[config.mk]
export PLATFORM = sky130hd
export DESIGN_NAME = mult_seq_flat
export DESIGN_NICKNAME = d
export VERILOG_FILES = /design/src/rtl/mult_if.sv /design/src/rtl/mult_seq.sv /design/src/flat_wrapper.sv
export SDC_FILE = /design/constraint.sdc
export NUM_CORES = 1
export LEC_CHECK = 0
export CAP_MARGIN = 5
export CORE_MARGIN = 2
export CORE_UTILIZATION = 57
export DETAILED_ROUTE_END_ITERATION = 10
export HOLD_SLACK_MARGIN = 0.1
export PLACE_DENSITY = 0.89
export SLEW_MARGIN = 20
export SYNTH_ARGS = -nofsm -noshare
export SYNTH_HDL_FRONTEND = slang
export SYNTH_SLANG_ARGS = --single-unit
[constraint.sdc]
create_clock -name clk -period 6.7 [get_ports clk]
set_clock_uncertainty 0.2 [all_clocks]
set_input_delay 1.005 -clock clk [delete_from_list [all_inputs] [get_ports clk]]
set_output_delay 1.005 -clock clk [all_outputs]
set_load 0.05 [all_outputs]
[src/rtl/mult_if.sv]
// Request/operand/result bundle between the control unit and the sequential multiplier.
// The multU request bit exists only when MULT_UNSIGNED_EN is defined.
interface mult_if #(
  parameter int WIDTH = 32
);
  logic             multOp;
  logic [WIDTH-1:0] multiplicand;
  logic [WIDTH-1:0] multiplier;
  logic [WIDTH-1:0] mult_hi;
  logic [WIDTH-1:0] mult_lo;
  logic             mult_done;
`ifdef MULT_UNSIGNED_EN
  logic             multU;

  modport master (output multOp, output multiplicand, output multiplier, output multU,
                  input mult_hi, input mult_lo, input mult_done);
  modport slave  (input multOp, input multiplicand, input multiplier, input multU,
                  output mult_hi, output mult_lo, output mult_done);
`else
  modport master (output multOp, output multiplicand, output multiplier,
                  input mult_hi, input mult_lo, input mult_done);
  modport slave  (input multOp, input multiplicand, input multiplier,
                  output mult_hi, output mult_lo, output mult_done);
`endif
endinterface

[src/rtl/mult_seq.sv]
// Iterative shift-add multiplier: one partial product per clock, exactly WIDTH RUN cycles.
// Optional MULT_UNSIGNED_EN adds a multU request bit selecting unsigned (multu) operation.
module mult_seq #(
  parameter int WIDTH = 32
) (
  input logic  clk,
  input logic  reset_n,
  mult_if.slave bus
);

  localparam int CW = $clog2(WIDTH + 1);

  typedef enum logic [1:0] {
    IDLE = 2'd0,
    RUN  = 2'd1,
    DONE = 2'd2
  } state_t;

  state_t           state_r, state_s;
  logic [WIDTH+1:0] mcand_r;
  logic [WIDTH+1:0] acc_r;
  logic [WIDTH-1:0] mplier_r;
  logic [CW-1:0]    cnt_r;
  logic [WIDTH-1:0] hi_r, lo_r;
  logic             done_r;
  logic             signed_mode_s;
  logic             ext_bit_s;
  logic             last_s;
  logic [WIDTH+1:0] addend_s, sum_s, acc_nx_s;
  logic [WIDTH-1:0] mplier_nx_s;

`ifdef MULT_UNSIGNED_EN
  logic signed_r;
  assign signed_mode_s = signed_r;
  assign ext_bit_s     = ~bus.multU & bus.multiplicand[WIDTH-1];
`else
  assign signed_mode_s = 1'b1;
  assign ext_bit_s     = bus.multiplicand[WIDTH-1];
`endif

  assign last_s        = (cnt_r == CW'(WIDTH - 1));
  assign bus.mult_hi   = hi_r;
  assign bus.mult_lo   = lo_r;
  assign bus.mult_done = done_r;

  // One multiplication step; the multiplier MSB carries negative weight in signed mode.
  always_comb begin
    addend_s = '0;
    if (mplier_r[0]) begin
      if (last_s && signed_mode_s) begin
        addend_s = -mcand_r;
      end else begin
        addend_s = mcand_r;
      end
    end else begin
      addend_s = '0;
    end
    sum_s       = acc_r + addend_s;
    acc_nx_s    = {sum_s[WIDTH+1], sum_s[WIDTH+1:1]};
    mplier_nx_s = {sum_s[0], mplier_r[WIDTH-1:1]};
  end

  // State register.
  always_ff @(posedge clk or negedge reset_n) begin
    if (!reset_n) begin
      state_r <= IDLE;
    end else begin
      state_r <= state_s;
    end
  end

  // Next-state logic; dropping multOp releases DONE or aborts RUN.
  always_comb begin
    state_s = state_r;
    case (state_r)
      IDLE: begin
        if (bus.multOp) state_s = RUN;
        else            state_s = IDLE;
      end
      RUN: begin
        if (!bus.multOp) state_s = IDLE;
        else if (last_s) state_s = DONE;
        else             state_s = RUN;
      end
      DONE: begin
        if (!bus.multOp) state_s = IDLE;
        else             state_s = DONE;
      end
      default: state_s = IDLE;
    endcase
  end

  // Datapath and registered result; results appear only when the final step completes.
  always_ff @(posedge clk or negedge reset_n) begin
    if (!reset_n) begin
      mcand_r  <= '0;
      acc_r    <= '0;
      mplier_r <= '0;
      cnt_r    <= '0;
      hi_r     <= '0;
      lo_r     <= '0;
      done_r   <= 1'b0;
`ifdef MULT_UNSIGNED_EN
      signed_r <= 1'b1;
`endif
    end else begin
      case (state_r)
        IDLE: begin
          hi_r   <= '0;
          lo_r   <= '0;
          done_r <= 1'b0;
          if (bus.multOp) begin
            mcand_r  <= {{2{ext_bit_s}}, bus.multiplicand};
            mplier_r <= bus.multiplier;
            acc_r    <= '0;
            cnt_r    <= '0;
`ifdef MULT_UNSIGNED_EN
            signed_r <= ~bus.multU;
`endif
          end
        end
        RUN: begin
          if (!bus.multOp) begin
            acc_r  <= '0;
            cnt_r  <= '0;
            hi_r   <= '0;
            lo_r   <= '0;
            done_r <= 1'b0;
          end else begin
            acc_r    <= acc_nx_s;
            mplier_r <= mplier_nx_s;
            cnt_r    <= cnt_r + CW'(1);
            if (last_s) begin
              hi_r   <= acc_nx_s[WIDTH-1:0];
              lo_r   <= mplier_nx_s;
              done_r <= 1'b1;
            end
          end
        end
        DONE: begin
          if (!bus.multOp) begin
            hi_r   <= '0;
            lo_r   <= '0;
            done_r <= 1'b0;
          end
        end
        default: begin
          hi_r   <= '0;
          lo_r   <= '0;
          done_r <= 1'b0;
        end
      endcase
    end
  end

endmodule
[src/flat_wrapper.sv]
// flat-port wrapper written by rule: the top's interface ports become plain ports
module mult_seq_flat 
#(
  parameter int WIDTH = 32
)
  (clk, reset_n, bus_multOp, bus_multiplicand, bus_multiplier, bus_mult_hi, bus_mult_lo, bus_mult_done);
  mult_if #(.WIDTH(WIDTH)) bus_i ();
  input logic clk;
  input logic reset_n;
  input wire logic [$bits(bus_i.multOp)-1:0] bus_multOp;
  input wire logic [$bits(bus_i.multiplicand)-1:0] bus_multiplicand;
  input wire logic [$bits(bus_i.multiplier)-1:0] bus_multiplier;
  output wire logic [$bits(bus_i.mult_hi)-1:0] bus_mult_hi;
  output wire logic [$bits(bus_i.mult_lo)-1:0] bus_mult_lo;
  output wire logic [$bits(bus_i.mult_done)-1:0] bus_mult_done;
  assign bus_i.multOp = bus_multOp;
  assign bus_i.multiplicand = bus_multiplicand;
  assign bus_i.multiplier = bus_multiplier;
  assign bus_mult_hi = bus_i.mult_hi;
  assign bus_mult_lo = bus_i.mult_lo;
  assign bus_mult_done = bus_i.mult_done;
  mult_seq #(.WIDTH(WIDTH)) u_core (.clk(clk), .reset_n(reset_n), .bus(bus_i));
endmodule
### Word level (Yosys, flattened, before mapping)

Index checks and enable logic that the tools add are counted.

* bits in registers: 171
* input bits: 67
* output and inout bits: 65
* logic and storage cells: 51

* $add $sub $neg: 3
* equality and inequality tests: 7
* multiplexer cells: 27
* reductions and logical operators: 6

Operators with widths (count)
* 32-bit two-way mux: 7
* 32-bit one-hot mux with 2 select lines: 3
* 34-bit two-way mux: 4
* 34-bit one-hot mux with 2 select lines: 1
* 34-bit adder: 1
* 34-bit negator: 1
* 6-bit two-way mux: 2
* 6-bit one-hot mux with 2 select lines: 1
* 6-bit by 1-bit adder with 6-bit output, second input constant: 1
* 6-bit by 5-bit == test with 1-bit output, second input constant: 1
* 2-bit two-way mux: 3
* 2-bit inequality test, second input constant: 3
* 2-bit one-hot mux with 3 select lines: 1
* 2-bit AND reduction: 3
* 1-bit two-way mux: 4
* 3-bit by 2-bit inequality test with 1-bit output, second input constant: 1
* 3-bit AND reduction: 1
* 2-bit by 1-bit == test with 1-bit output, second input constant: 1
* 2-bit == test, second input constant: 1
* 2-bit zero test: 1
* 1-bit one-hot mux with 2 select lines: 1
* 2-bit nonzero test: 1

### Depth between registers and ports, before layout

Gate-level depths: netlist (run 1).

* depth after elaboration: 7
* gate-level depth with buffers: 19
* mapped depth without buffers: 18

### Least setup slack after synthesis (run 1)

Ideal clock, no wire load.

* path kind: flip-flop to flip-flop
* start point: register u_core.cnt_r[0]
* end point: register u_core.acc_r[26]
* library setup time: 133 ps
* data arrival time: 4016 ps
* required time: 6367 ps
* slack: 2351 ps
* stages on the path, launching flop included: 19
* path buffers: 2
* clock period less this slack: 4349 ps
* cells stage by stage: dfrtp_1 -> ha_1 -> nand3_1 -> or3b_2 -> buf_6 -> clkbuf_1 -> a21oi_1 -> xor2_1 -> and2_1 -> ha_1 -> a2111oi_4 -> o21ai_2 -> a31oi_2 -> nand2_2 -> a311o_1 -> a311o_1 -> a41oi_1 -> xor2_1 -> o21ai_0

* cells in the longest elaborated chain, start to end: 6

RTL lines
* from (decl): line mult_seq.sv:23 `logic [CW-1:0] cnt_r;`
* from (signal assigned): line mult_seq.sv:132 `cnt_r <= cnt_r + CW'(1);`
* 6-bit by 5-bit == test with 1-bit output: line mult_seq.sv:41 `assign last_s = (cnt_r == CW'(WIDTH - 1));`
* 34-bit two-way mux: line mult_seq.sv:50 `if (last_s && signed_mode_s) begin`
* 34-bit two-way mux: line mult_seq.sv:49 `if (mplier_r[0]) begin`
* 34-bit adder: line mult_seq.sv:58 `sum_s = acc_r + addend_s;`
* 34-bit two-way mux: line mult_seq.sv:123 `if (!bus.multOp) begin`
* 34-bit one-hot mux with 2 select lines: line mult_seq.sv:107 `case (state_r)`
* to (signal assigned): line mult_seq.sv:130 `acc_r <= acc_nx_s;`
* to (decl): line mult_seq.sv:21 `logic [WIDTH+1:0] acc_r;`

Every way passes these cells.
A chain may end at the register's enable or synchronous reset.

### Final worst setup path (run 1)

* start point: register u_core.cnt_r[0]
* end point: register u_core.hi_r[28] (netlist: u_core.bus.mult_hi[28])

* cells in the longest elaborated chain, start to end: 7
* elaborated cells between the ends (all ways): 9
* those cells by class: add/sub: 1; eq/ne: 2; mux: 5; reduce/logical: 1

RTL lines
* 6-bit by 5-bit == test with 1-bit output (*): line mult_seq.sv:41
* 34-bit two-way mux: line mult_seq.sv:50
* 34-bit two-way mux: line mult_seq.sv:49
* 34-bit adder: line mult_seq.sv:58
* 32-bit two-way mux: line mult_seq.sv:133 `if (last_s) begin`
* 32-bit two-way mux: line mult_seq.sv:123
* 32-bit one-hot mux with 2 select lines: line mult_seq.sv:107
* to (signal assigned): line mult_seq.sv:134 `hi_r <= acc_nx_s[WIDTH-1:0];`
* to (decl): line mult_seq.sv:24 `logic [WIDTH-1:0] hi_r, lo_r;`

Every way passes the cells marked *; elsewhere a longest branch is shown, timed or not. The select of a mux whose other input is x is not followed.

==> results of run 1 <==
-- worst max path at each step --
| stage | to | slack (ns) | start | cells after the start |
|---|---|---|---|---|
| 2_1_floorplan | u_core.acc_r[26] | 2.35 | u_core.cnt_r[0] | 18 |
| 3_3_place_gp | u_core.bus.mult_hi[28] | 2.02 | u_core.cnt_r[0] | 16 |
| 3_5_place_dp | u_core.bus.mult_hi[28] | 1.91 | u_core.cnt_r[0] | 16 |
| 4_1_cts | u_core.bus.mult_hi[28] | 1.89 | u_core.cnt_r[0] | 16 |
| 5_1_grt | u_core.bus.mult_hi[28] | 1.56 | u_core.cnt_r[0] | 16 |
| 6_report | u_core.bus.mult_hi[28] | 1.87 | u_core.cnt_r[0] | 16 |
-- sequential cells by signal, indices dropped and copies added (netlist names) --
| name | count |
|---|---|
| u_core.acc_r | 33 |
| u_core.bus.mult_done | 1 |
| u_core.bus.mult_hi | 32 |
| u_core.bus.mult_lo | 32 |
| u_core.cnt_r | 6 |
| u_core.mcand_r | 32 |
| u_core.mplier_r | 32 |
| u_core.state_r | 2 |
-- stage by stage --
step / setup WS, ns / area, um^2 / power, mW / hold WS [ns] / util
floorplan: 2.35 / 9150 / 1.53 / 0.252 / -
global placement: 2.02 / 10600 / 1.69 / 0.262 / 0.671
detailed placement: 1.91 / 10600 / 1.71 / 0.263 / 0.671
CTS: 1.89 / 11200 / 2.69 / 0.278 / 0.708
global route: 1.56 / 11200 / 2.80 / 0.302 / 0.708
finish: 1.87 / 11200 / 2.69 / 0.274 / 0.708
-- kinds of logic after synthesis --
family,Yosys count,synth area share
adder cells (fa/ha/maj),36,0.0500
AND/OR/NAND/NOR,267,0.134
multiplexers,65,0.0756
XOR/XNOR,54,0.0517
buffers and inverters,61,0.0283
flip-flops,170,0.465
AO/OA/AOI/OAI,273,0.196
-- layout make-up --
cell class,instances,area share
Timing Repair Buffer,138,0.122
Sequential cell,170,0.381
Multi-Input combinational cell,695,0.417
Inverter,9,0.00302
Tap cell,216,0.0242
Clock inverter,13,0.0128
Clock buffer,19,0.0397
-- cells in the final DEF, fill, tap and decap left out, types with 9 or more instances in the layout --
master and count:
mux2_2 33, o31ai_1 11, and2_1 28, o21a_1 11, clkbuf_16 17, xor2_1 18, o21ai_0 98, nand2_1 139
nor2_1 39, xnor2_1 36, ha_1 35, clkdlybuf4s50_1 130, mux2i_1 32, a21o_1 20, a22o_1 42, nor3_1 11
dfrtp_1 169, or3_1 10, a21oi_1 42, inv_1 9
-- layer usage --
layer / up-vias / global-route usage / part of all wire
li1: 3512 / - / -
met5: - / 0 / 0
met1: 3595 / 0.374 / 0.43
met2: 318 / 0.438 / 0.46
met4: 0 / 0.0957 / 0.028
met3: 59 / 0.0814 / 0.084
-- power groups by stage --
stage	Combinational, mW	Sequential, mW	Clock, mW
final	0.506	1.20	0.988
after global routing	0.555	1.21	1.04
after CTS	0.503	1.19	0.993
after detailed placement	0.498	1.21	0
after global placement	0.482	1.21	0
after floorplan	0.314	1.22	0
-- worst min-delay path: cells and delay by family, from the launching register on --
kind	cells	cell delay, ns
flops	1	0.34
simple gates	2	0.10
==> flow_metrics.py, run 1 <==
metrics = {
    "drt": {
        "ant_nets": 0,
        "drt_wl_total_mm": 22.9,
        "wl_per_cell_um": 18.1,
        "dr.pass1.iters": 5,
        "drt-initial-drc-count": 704,
        "viasPerCell": 5.94,
        "drc": 0,
        "num_vias": 7484,
    },
    "cells_and_area": {
        "layoutNonFillerInstCount": 1260,
        "fillCellCount": 1149,
        "regArea_um2": 4260,
        "final_net_count": 1134,
        "areaGrowthSynthToFinish_pct": 22.1,
        "diodes": 0,
        "multi_input_area_um2": 4660,
        "final_layout_size_suffix_gt1_frac": 0.0881,
    },
    "global_routing": {
        "overflow": 0,
        "grt_pass1_wl_mm": 37.1,
        "grt_pass1_vias": 7411,
        "grt_max_degree": 105,
        "track_usage": 0.279,
        "grt_antenna_before_repair": 0,
    },
    "power_and_ir_drop": {
        "pwr-share-clk": 0.367,
        "p_int_mw": 1.89,
        "ir_drop_uv": 203,
        "leakage_nw": 5.03,
        "comb_power_share": 0.188,
        "seq_power_share": 0.445,
        "p_sw_mw": 0.803,
        "power_density_nw_per_um2": 241,
        "p_sw_frac": 0.298,
    },
    "sta": {
        "min_period_over_period": 0.721,
        "rsz0062_at_grt": "false",
        "slew_headroom": 0.252,
        "timing.setup.tns_ns": 0,
        "worst_pin_slew_ns": 1.12,
        "clock.fmax_mhz": 207,
        "setup_viol": 0,
        "drv_slew": 0,
        "hold_viol": 0,
        "min_period_ns": 4.83,
    },
    "setup_path": {
        "crit_type": "reg2reg",
        "cp.arrival_ns": 4.97,
        "crit_path_cell_trace": "ha_1 -> nand3_1 -> or3b_2 -> a21oi_1 -> xor2_1 -> and2_1 -> ha_1 -> a211oi_1 -> o21bai_1 -> o21ai_0 -> a31oi_1 -> o41ai_1 -> o21a_1 -> o21ai_0 -> xor2_1 -> a22o_1",
        "cpMaxStageDelayCell": "or3b_2",
        "cp_top_family": "compound AO/OA/AOI/OAI gates",
        "critPathMaxStageDelay_ns": 0.73,
        "crit_buf_inv": 0,
        "reg2reg_from": "u_core.cnt_r[0]",
        "end_kind": "register",
        "worstReg2RegEnd": "u_core.bus.mult_hi[28]",
        "critPathRequiredTime_ns": 6.83,
        "crit_path_max_fanout": 25,
        "reg2reg_slack_ns": 1.87,
        "reg2reg_depth": 16,
        "cp-start-kind": "register",
    },
    "logic_synthesis": {
        "synth_most_common_cell": "dfrtp_1",
        "ys.warnings.count": 0,
        "ys_types": 57,
        "synth_common_cells": "dfrtp_1, nand2_1, o21ai_0, a21oi_1, a22o_1",
        "synth-async-reset-ratio": 1.00,
        "synth_area_leaders": "dfrtp_1, nand2_1, o21ai_0, ha_1, mux2_2",
        "synthFlopType": "dfrtp_1",
        "synth_edf_count": 0,
        "synth.yosys.seq_area_share": 0.465,
        "synth_seq_cells": 170,
        "syn_area_per_cell_um2": 9.88,
        "synthCells": 926,
        "syn_nets": 1029,
        "yosys.area.top_type_share": 0.465,
        "yosysTopAreaCell": "dfrtp_1",
        "netlist_area_um2": 9150,
    },
    "die": {
        "die_area_um2": 17100,
        "pin_count": 132,
        "rows": 46,
        "fp.coreArea_um2": 15800,
        "start_util": 0.580,
        "die_x_um": 131,
        "die_h_um": 131,
    },
    "clocking": {
        "cts_buffer_depth": 2,
        "cts_max_level": 4,
        "cts.clk_slew.worst_paths_ns": 0.06,
        "holdBufCountCts": 0,
        "cts_root_buf": "clkbuf_16",
        "clock_latency_ns": 0.44,
        "cts_resized": 0,
        "cts_buffers": 17,
        "cts_tree": "yes",
        "postCtsSetupBuffers": 0,
        "cts_sinks": 170,
    },
    "flow_run": {
        "max_cap_violations": 0,
    },
    "placement": {
        "io_buffer_count": 131,
        "gp_congestion": 0.917,
        "dp_cells": 1228,
        "dpl.hpwl_mm": 15.5,
    },
    "status": {
        "status": "complete, no violations",
    },
    "hold_path": {
        "holdPathStages": 2,
        "hold-path-endpoint": "u_core.bus.mult_done",
        "hp-class": "reg2reg",
        "worstHoldStart": "u_core.bus.mult_done",
    },
}
Note: power is estimated with default switching activity, not from simulation.
==> inputs of run 2 (changes only) <==
--- a/config.mk
+++ b/config.mk
@@ -7,10 +7,10 @@
 export LEC_CHECK = 0
 export CAP_MARGIN = 5
 export CORE_MARGIN = 2
-export CORE_UTILIZATION = 57
+export CORE_UTILIZATION = 55
 export DETAILED_ROUTE_END_ITERATION = 10
 export HOLD_SLACK_MARGIN = 0.1
-export PLACE_DENSITY = 0.89
+export PLACE_DENSITY = 0.87
 export SLEW_MARGIN = 20
 export SYNTH_ARGS = -nofsm -noshare
 export SYNTH_HDL_FRONTEND = slang
==> constraint.sdc (replaced) <==
create_clock -name clk -period 4.7 [get_ports clk]
set_clock_uncertainty 0.2 [all_clocks]
set_input_delay 0.705 -clock clk [delete_from_list [all_inputs] [get_ports clk]]
set_output_delay 0.705 -clock clk [all_outputs]
set_load 0.05 [all_outputs]
==> run 2 against run 1 <==
Net effect: setup slack worse by 1.6 ns; largest power group unchanged; critical endpoint is now u_core.acc_r[26]; die area is 3.5% higher; design area is 0.94% higher; non-clock buffer count is 7 higher; largest cell class unchanged; global-route usage is 1.7 points lower.
==> flow_metrics.py, run 2 (same netlist as run 1, synthesis figures left out) <==
metrics = {
    "sta": {
        "hold_viol": 0,
        "clock.fmax_mhz": 224,
        "rsz0062_at_grt": "false",
        "hold-worst-slack_ns": 0.155,
        "setup_viol": 0,
        "drv_slew": 0,
        "slew_headroom": 0.332,
        "timing.setup.tns_ns": 0,
        "min_period_over_period": 0.950,
        "worst_pin_slew_ns": 0.999,
        "min_period_ns": 4.47,
    },
    "global_routing": {
        "grt.busiest_layer": "met2",
        "overflow": 0,
        "use_met1": 0.341,
        "grt_pass1_wl_mm": 36.7,
        "met2_usage": 0.418,
        "grt_max_degree": 114,
        "grt_pass1_vias": 7300,
        "track_usage": 0.262,
        "grt_antenna_before_repair": 0,
        "met3_usage": 0.0655,
    },
    "drt": {
        "num_vias": 7493,
        "viasPerCell": 5.90,
        "drt_wl_total_mm": 22.8,
        "wl_per_cell_um": 17.9,
        "ant_nets": 0,
        "drc": 0,
        "dr.pass1.iters": 5,
        "drt-initial-drc-count": 578,
    },
    "clocking": {
        "cts_sinks": 170,
        "cts_tree": "yes",
        "clock_latency_ns": 0.44,
        "cts.clk_slew.worst_paths_ns": 0.06,
        "cts_max_level": 4,
        "postCtsSetupBuffers": 0,
        "cts_buffers": 17,
        "cts_buffer_depth": 2,
        "cts_root_buf": "clkbuf_16",
    },
    "cells_and_area": {
        "largest_register_ffs": 33,
        "fillCellCount": 1180,
        "diodes": 0,
        "regMostFlops": "u_core.acc_r",
        "final_layout_size_suffix_gt1_frac": 0.0980,
        "stdcell_area_um2": 11300,
        "mostFrequentLayoutCell": "dfrtp_1",
        "final_net_count": 1141,
        "areaGrowthSynthToFinish_pct": 23.2,
        "final_cell_mix": "dfrtp_1, nand2_1, clkdlybuf4s50_1",
    },
    "placement": {
        "dpl.hpwl_mm": 15.6,
        "io_buffer_count": 131,
        "gp_congestion": 0.962,
        "place_area_um2": 10700,
    },
    "die": {
        "die_area_um2": 17700,
        "fp.coreArea_um2": 16400,
        "start_util": 0.558,
        "die_h_um": 133,
        "pin_count": 132,
        "die_x_um": 133,
        "rows": 47,
    },
    "setup_path": {
        "reg2reg_slack_ns": 0.23,
        "crit_path_max_fanout": 5,
        "cp.arrival_ns": 4.55,
        "end_kind": "register",
        "critPathRequiredTime_ns": 4.78,
        "crit_type": "reg2reg",
        "cp-start-kind": "register",
    },
    "status": {
        "status": "complete, no violations",
    },
    "hold_path": {
        "hp-class": "in2async",
    },
    "power_and_ir_drop": {
        "power_density_nw_per_um2": 340,
        "ir_drop_uv": 258,
        "leakage_nw": 5.08,
    },
    "flow_run": {
        "max_cap_violations": 0,
    },
}
## run 2: through the flow
| step | instances | utilization | worst slack [ns] | total power, mW |
|---|---|---|---|---|
| 2_1_floorplan | 926 | - | 0.351 | 2.19 |
| 3_3_place_gp | 1239 | 0.649 | 0.318 | 2.42 |
| 3_5_place_dp | 1239 | 0.649 | 0.122 | 2.44 |
| 4_1_cts | 1271 | 0.685 | 0.0642 | 3.84 |
| 5_1_grt | 1271 | 0.687 | 0.0383 | 3.99 |
| 6_report | 1271 | 0.687 | 0.234 | 3.84 |
## run 2: worst paths after layout
path / depth (start not counted) / from / endpoint
min in group clk: 2 / u_core.bus.mult_hi[13] / u_core.bus.mult_hi[13]
worst max register to register: 15 / u_core.mcand_r[6] / u_core.acc_r[26]
worst min register to register: 2 / u_core.bus.mult_hi[13] / u_core.bus.mult_hi[13]
worst max-delay path: 15 / u_core.mcand_r[6] / u_core.acc_r[26]
max in group asynchronous: 2 / reset_n / u_core.bus.mult_hi[2]
worst min-delay path: 1 / reset_n / u_core.bus.mult_hi[7]
## run 2: routing by layer
metal / part of all wire / wire length (um)
met1: 0.43 / 9770
met2: 0.47 / 10800
met3: 0.069 / 1580
met4: 0.028 / 641
met5: 0 / 0
## run 2: final cells by class
class / count / area (um^2) / area share
timing repair buffer: 145 / 1430 / 0.127
clock inverter: 13 / 143 / 0.0126
multi-input combinational: 695 / 4700 / 0.417
inverter: 9 / 33.8 / 0.00300
clock buffer: 19 / 433 / 0.0384
sequential: 170 / 4260 / 0.377
tap: 220 / 275 / 0.0244
## run 2: worst max-delay path: stages (launching register included)
cell and delay, ns:
dfrtp_1 0.43, or3_1 0.47, nand4bb_1 0.28, or2_2 0.35, o31ai_1 0.26, xnor2_1 0.09, and2_1 0.17, ha_1 0.35
nand3_1 0.15, o22ai_1 0.10, o21a_1 0.17, a311o_1 0.35, a311o_1 0.41, a41oi_2 0.26, xor2_1 0.19, o21ai_0 0.09
## run 2: report_power, final
part	total [mW]	switching (mW)	internal, mW
sequential	1.71	0.122	1.58
clock	1.40	0.615	0.789
combinational	0.730	0.416	0.314
total	3.84	1.15	2.69
## run 2: repair_timing
| action | CTS | global route |
|---|---|---|
| gates resized for setup | 0 | 9 |
| endpoints found under the setup margin | 0 | 14 |
| hold endpoints to repair | 0 | 0 |
| hold buffers | 0 | 0 |
==> inputs of run 3 (changes only) <==
--- a/config.mk
+++ b/config.mk
@@ -9,6 +9,7 @@
 export CORE_MARGIN = 2
 export CORE_UTILIZATION = 55
 export DETAILED_ROUTE_END_ITERATION = 10
+export GPL_TIMING_DRIVEN = 0
 export HOLD_SLACK_MARGIN = 0.1
 export PLACE_DENSITY = 0.87
 export SLEW_MARGIN = 20
==> run 3 against run 2 <==
Net effect: routed wire length is 9.3% higher; first-iteration DRC count is 33% higher; clock-buffer cell count is 2 lower; die area stayed put; power is 0.81% higher; sequential share of layout area is 1.2 points lower; core utilization is 2.2 points higher; non-clock buffer count is 45 higher; setup slack worse by 0.13 ns; maximum frequency is 2.8% lower; sequential power hardly changed; global-route usage is 2.1 points higher; critical endpoint is now u_core.bus.mult_hi[30]; largest cell class unchanged.
==> flow_metrics.py, run 3 (same netlist as run 1, synthesis figures left out) <==
metrics = {
    "status": {
        "status": "complete, no violations",
    },
    "setup_path": {
        "crit_type": "reg2reg",
        "crit_path_max_fanout": 10,
        "cp-start-kind": "register",
        "critPathMaxStageDelay_ns": 0.49,
        "end_kind": "register",
        "cp.arrival_ns": 4.73,
        "cpMaxStageDelayCell": "or3b_2",
        "crit_path_cell_trace": "ha_2 -> nand3_2 -> or3b_2 -> buf_6 -> clkbuf_4 -> a31oi_1 -> xor2_1 -> and2_1 -> ha_1 -> nand4_1 -> nor2_1 -> a31oi_2 -> nand2_2 -> a311o_1 -> a311o_1 -> a41oi_2 -> xnor2_2 -> a22o_1",
        "crit_top_cell": "a311o_1",
        "critPathRequiredTime_ns": 4.83,
    },
    "global_routing": {
        "track_usage": 0.283,
        "grt_max_degree": 64,
        "overflow": 0,
        "grt_pass1_wl_mm": 39.1,
        "grt_antenna_before_repair": 0,
        "grt_pass1_vias": 7688,
    },
    "drt": {
        "drt-initial-drc-count": 771,
        "drt_wl_total_mm": 24.9,
        "dr.pass1.iters": 5,
        "ant_nets": 0,
        "num_vias": 7816,
        "viasPerCell": 5.94,
        "wl_per_cell_um": 18.9,
        "drc": 0,
    },
    "power_and_ir_drop": {
        "seq_power_share": 0.439,
        "leakage_nw": 5.18,
        "p_int_mw": 2.63,
        "pwr-share-clk": 0.355,
        "p_sw_mw": 1.24,
        "ir_drop_uv": 301,
        "p_sw_frac": 0.320,
        "power_density_nw_per_um2": 333,
        "power_mw": 3.87,
        "comb_power_share": 0.206,
    },
    "cells_and_area": {
        "mostFrequentLayoutCell": "dfrtp_1",
        "regMostFlops": "u_core.acc_r",
        "layoutNonFillerInstCount": 1316,
        "post-route-util": 0.709,
        "largest_register_ffs": 33,
        "diodes": 0,
        "final_layout_size_suffix_gt1_frac": 0.123,
        "areaGrowthSynthToFinish_pct": 27.2,
        "stdcell_area_um2": 11600,
        "final_net_count": 1186,
        "final_cell_mix": "dfrtp_1, nand2_1, clkdlybuf4s50_1",
    },
    "die": {
        "start_util": 0.558,
        "fp.coreArea_um2": 16400,
        "pin_count": 132,
        "die_x_um": 133,
        "die_h_um": 133,
        "die_area_um2": 17700,
        "rows": 47,
    },
    "flow_run": {
        "max_cap_violations": 0,
    },
    "clocking": {
        "cts.clk_slew.worst_paths_ns": 0.07,
        "clock_latency_ns": 0.44,
        "cts_sinks": 170,
        "cts_max_level": 4,
        "cts_buffers": 17,
        "cts_buffer_depth": 2,
        "cts_tree": "yes",
        "cts_root_buf": "clkbuf_16",
    },
    "sta": {
        "setup_viol": 0,
        "clock.fmax_mhz": 218,
        "hold_viol": 0,
        "drv_slew": 0,
        "min_period_ns": 4.59,
        "worst_pin_slew_ns": 0.854,
        "timing.setup.tns_ns": 0,
        "min_period_over_period": 0.978,
        "slew_headroom": 0.431,
    },
    "placement": {
        "io_buffer_count": 131,
        "gp_congestion": 0.887,
        "place_area_um2": 10800,
        "dpl.hpwl_mm": 17.5,
        "dp_cells": 1279,
    },
    "hold_path": {
        "hp-class": "reg2reg",
    },
}
run 3: cell types whose count changed in the layout (fill, tap and decap cells not counted), sizes merged:
| cell | previous run | this run |
|---|---|---|
| bufinv | 2 | 0 |
| buf | 14 | 21 |
| clkinv | 6 | 3 |
| dlygate4sd3 | 0 | 1 |
| inv | 13 | 18 |
| clkbuf | 20 | 55 |
| clkinvlp | 1 | 3 |
run 3: final timing paths:
path	startpoint	end	slack, ns	cells after the start
min in group asynchronous	reset_n	u_core.bus.mult_hi[10]	0.56	2
max in group asynchronous	reset_n	u_core.mcand_r[25]	2.79	4
worst max register to register	u_core.cnt_r[1]	u_core.bus.mult_hi[30]	0.11	18
worst max-delay path	u_core.cnt_r[1]	u_core.bus.mult_hi[30]	0.11	18
worst min register to register	u_core.bus.mult_hi[8]	u_core.bus.mult_hi[8]	0.28	2
worst min-delay path	u_core.bus.mult_hi[8]	u_core.bus.mult_hi[8]	0.28	2
run 3: metal layers:
metal,global-route usage,share of wire,vias to the layer above
li1,-,-,3619
met1,0.364,0.41,3834
met2,0.466,0.49,314
met3,0.0693,0.078,49
met4,0.105,0.025,0
met5,0,0,-
run 3: power by group through the flow:
| stage | registers, mW | clock network [mW] | logic (mW) |
|---|---|---|---|
| after CTS | 1.69 | 1.38 | 0.766 |
| final | 1.70 | 1.37 | 0.798 |
| after global placement | 1.71 | 0 | 0.716 |
| after detailed placement | 1.72 | 0 | 0.744 |
| after global routing | 1.71 | 1.44 | 0.868 |
| after floorplan | 1.74 | 0 | 0.448 |
run 3: cell type report:
cell class	count	area [um^2]
fill	1137	4770
timing repair buffer	141	1430
multi-input combinational	695	4840
buffer	49	221
tap	220	275
clock inverter	15	153
sequential	170	4250
inverter	9	33.8
clock buffer	17	425
run 3: stage by stage:
stage               hold WS [ns]  setup slack [ns]
finish                     0.279             0.105
global placement           0.263             -4.12
CTS                        0.284           0.00857
detailed placement         0.269            -0.379
global route               0.301            -0.111
floorplan                  0.209             0.351
run 3: critical path: cells and delay by family (launching register included):
family	cells	cell delay [ns]
adders and majority gates	2	0.52
and+or+nand+nor	6	1.14
AOI/OAI and AO/OA	6	1.53
DFF	1	0.38
buffers and inverters	2	0.34
xor gates and xnor gates	2	0.36
run 3: what timing repair did:
item	CTS	global route
pin swaps	3	11
hold buffers	1	0
endpoints found under the setup margin	15	27
endpoints found under the hold margin	48	0
gates cloned	0	0
setup buffers	3	4
gates resized for setup	19	37
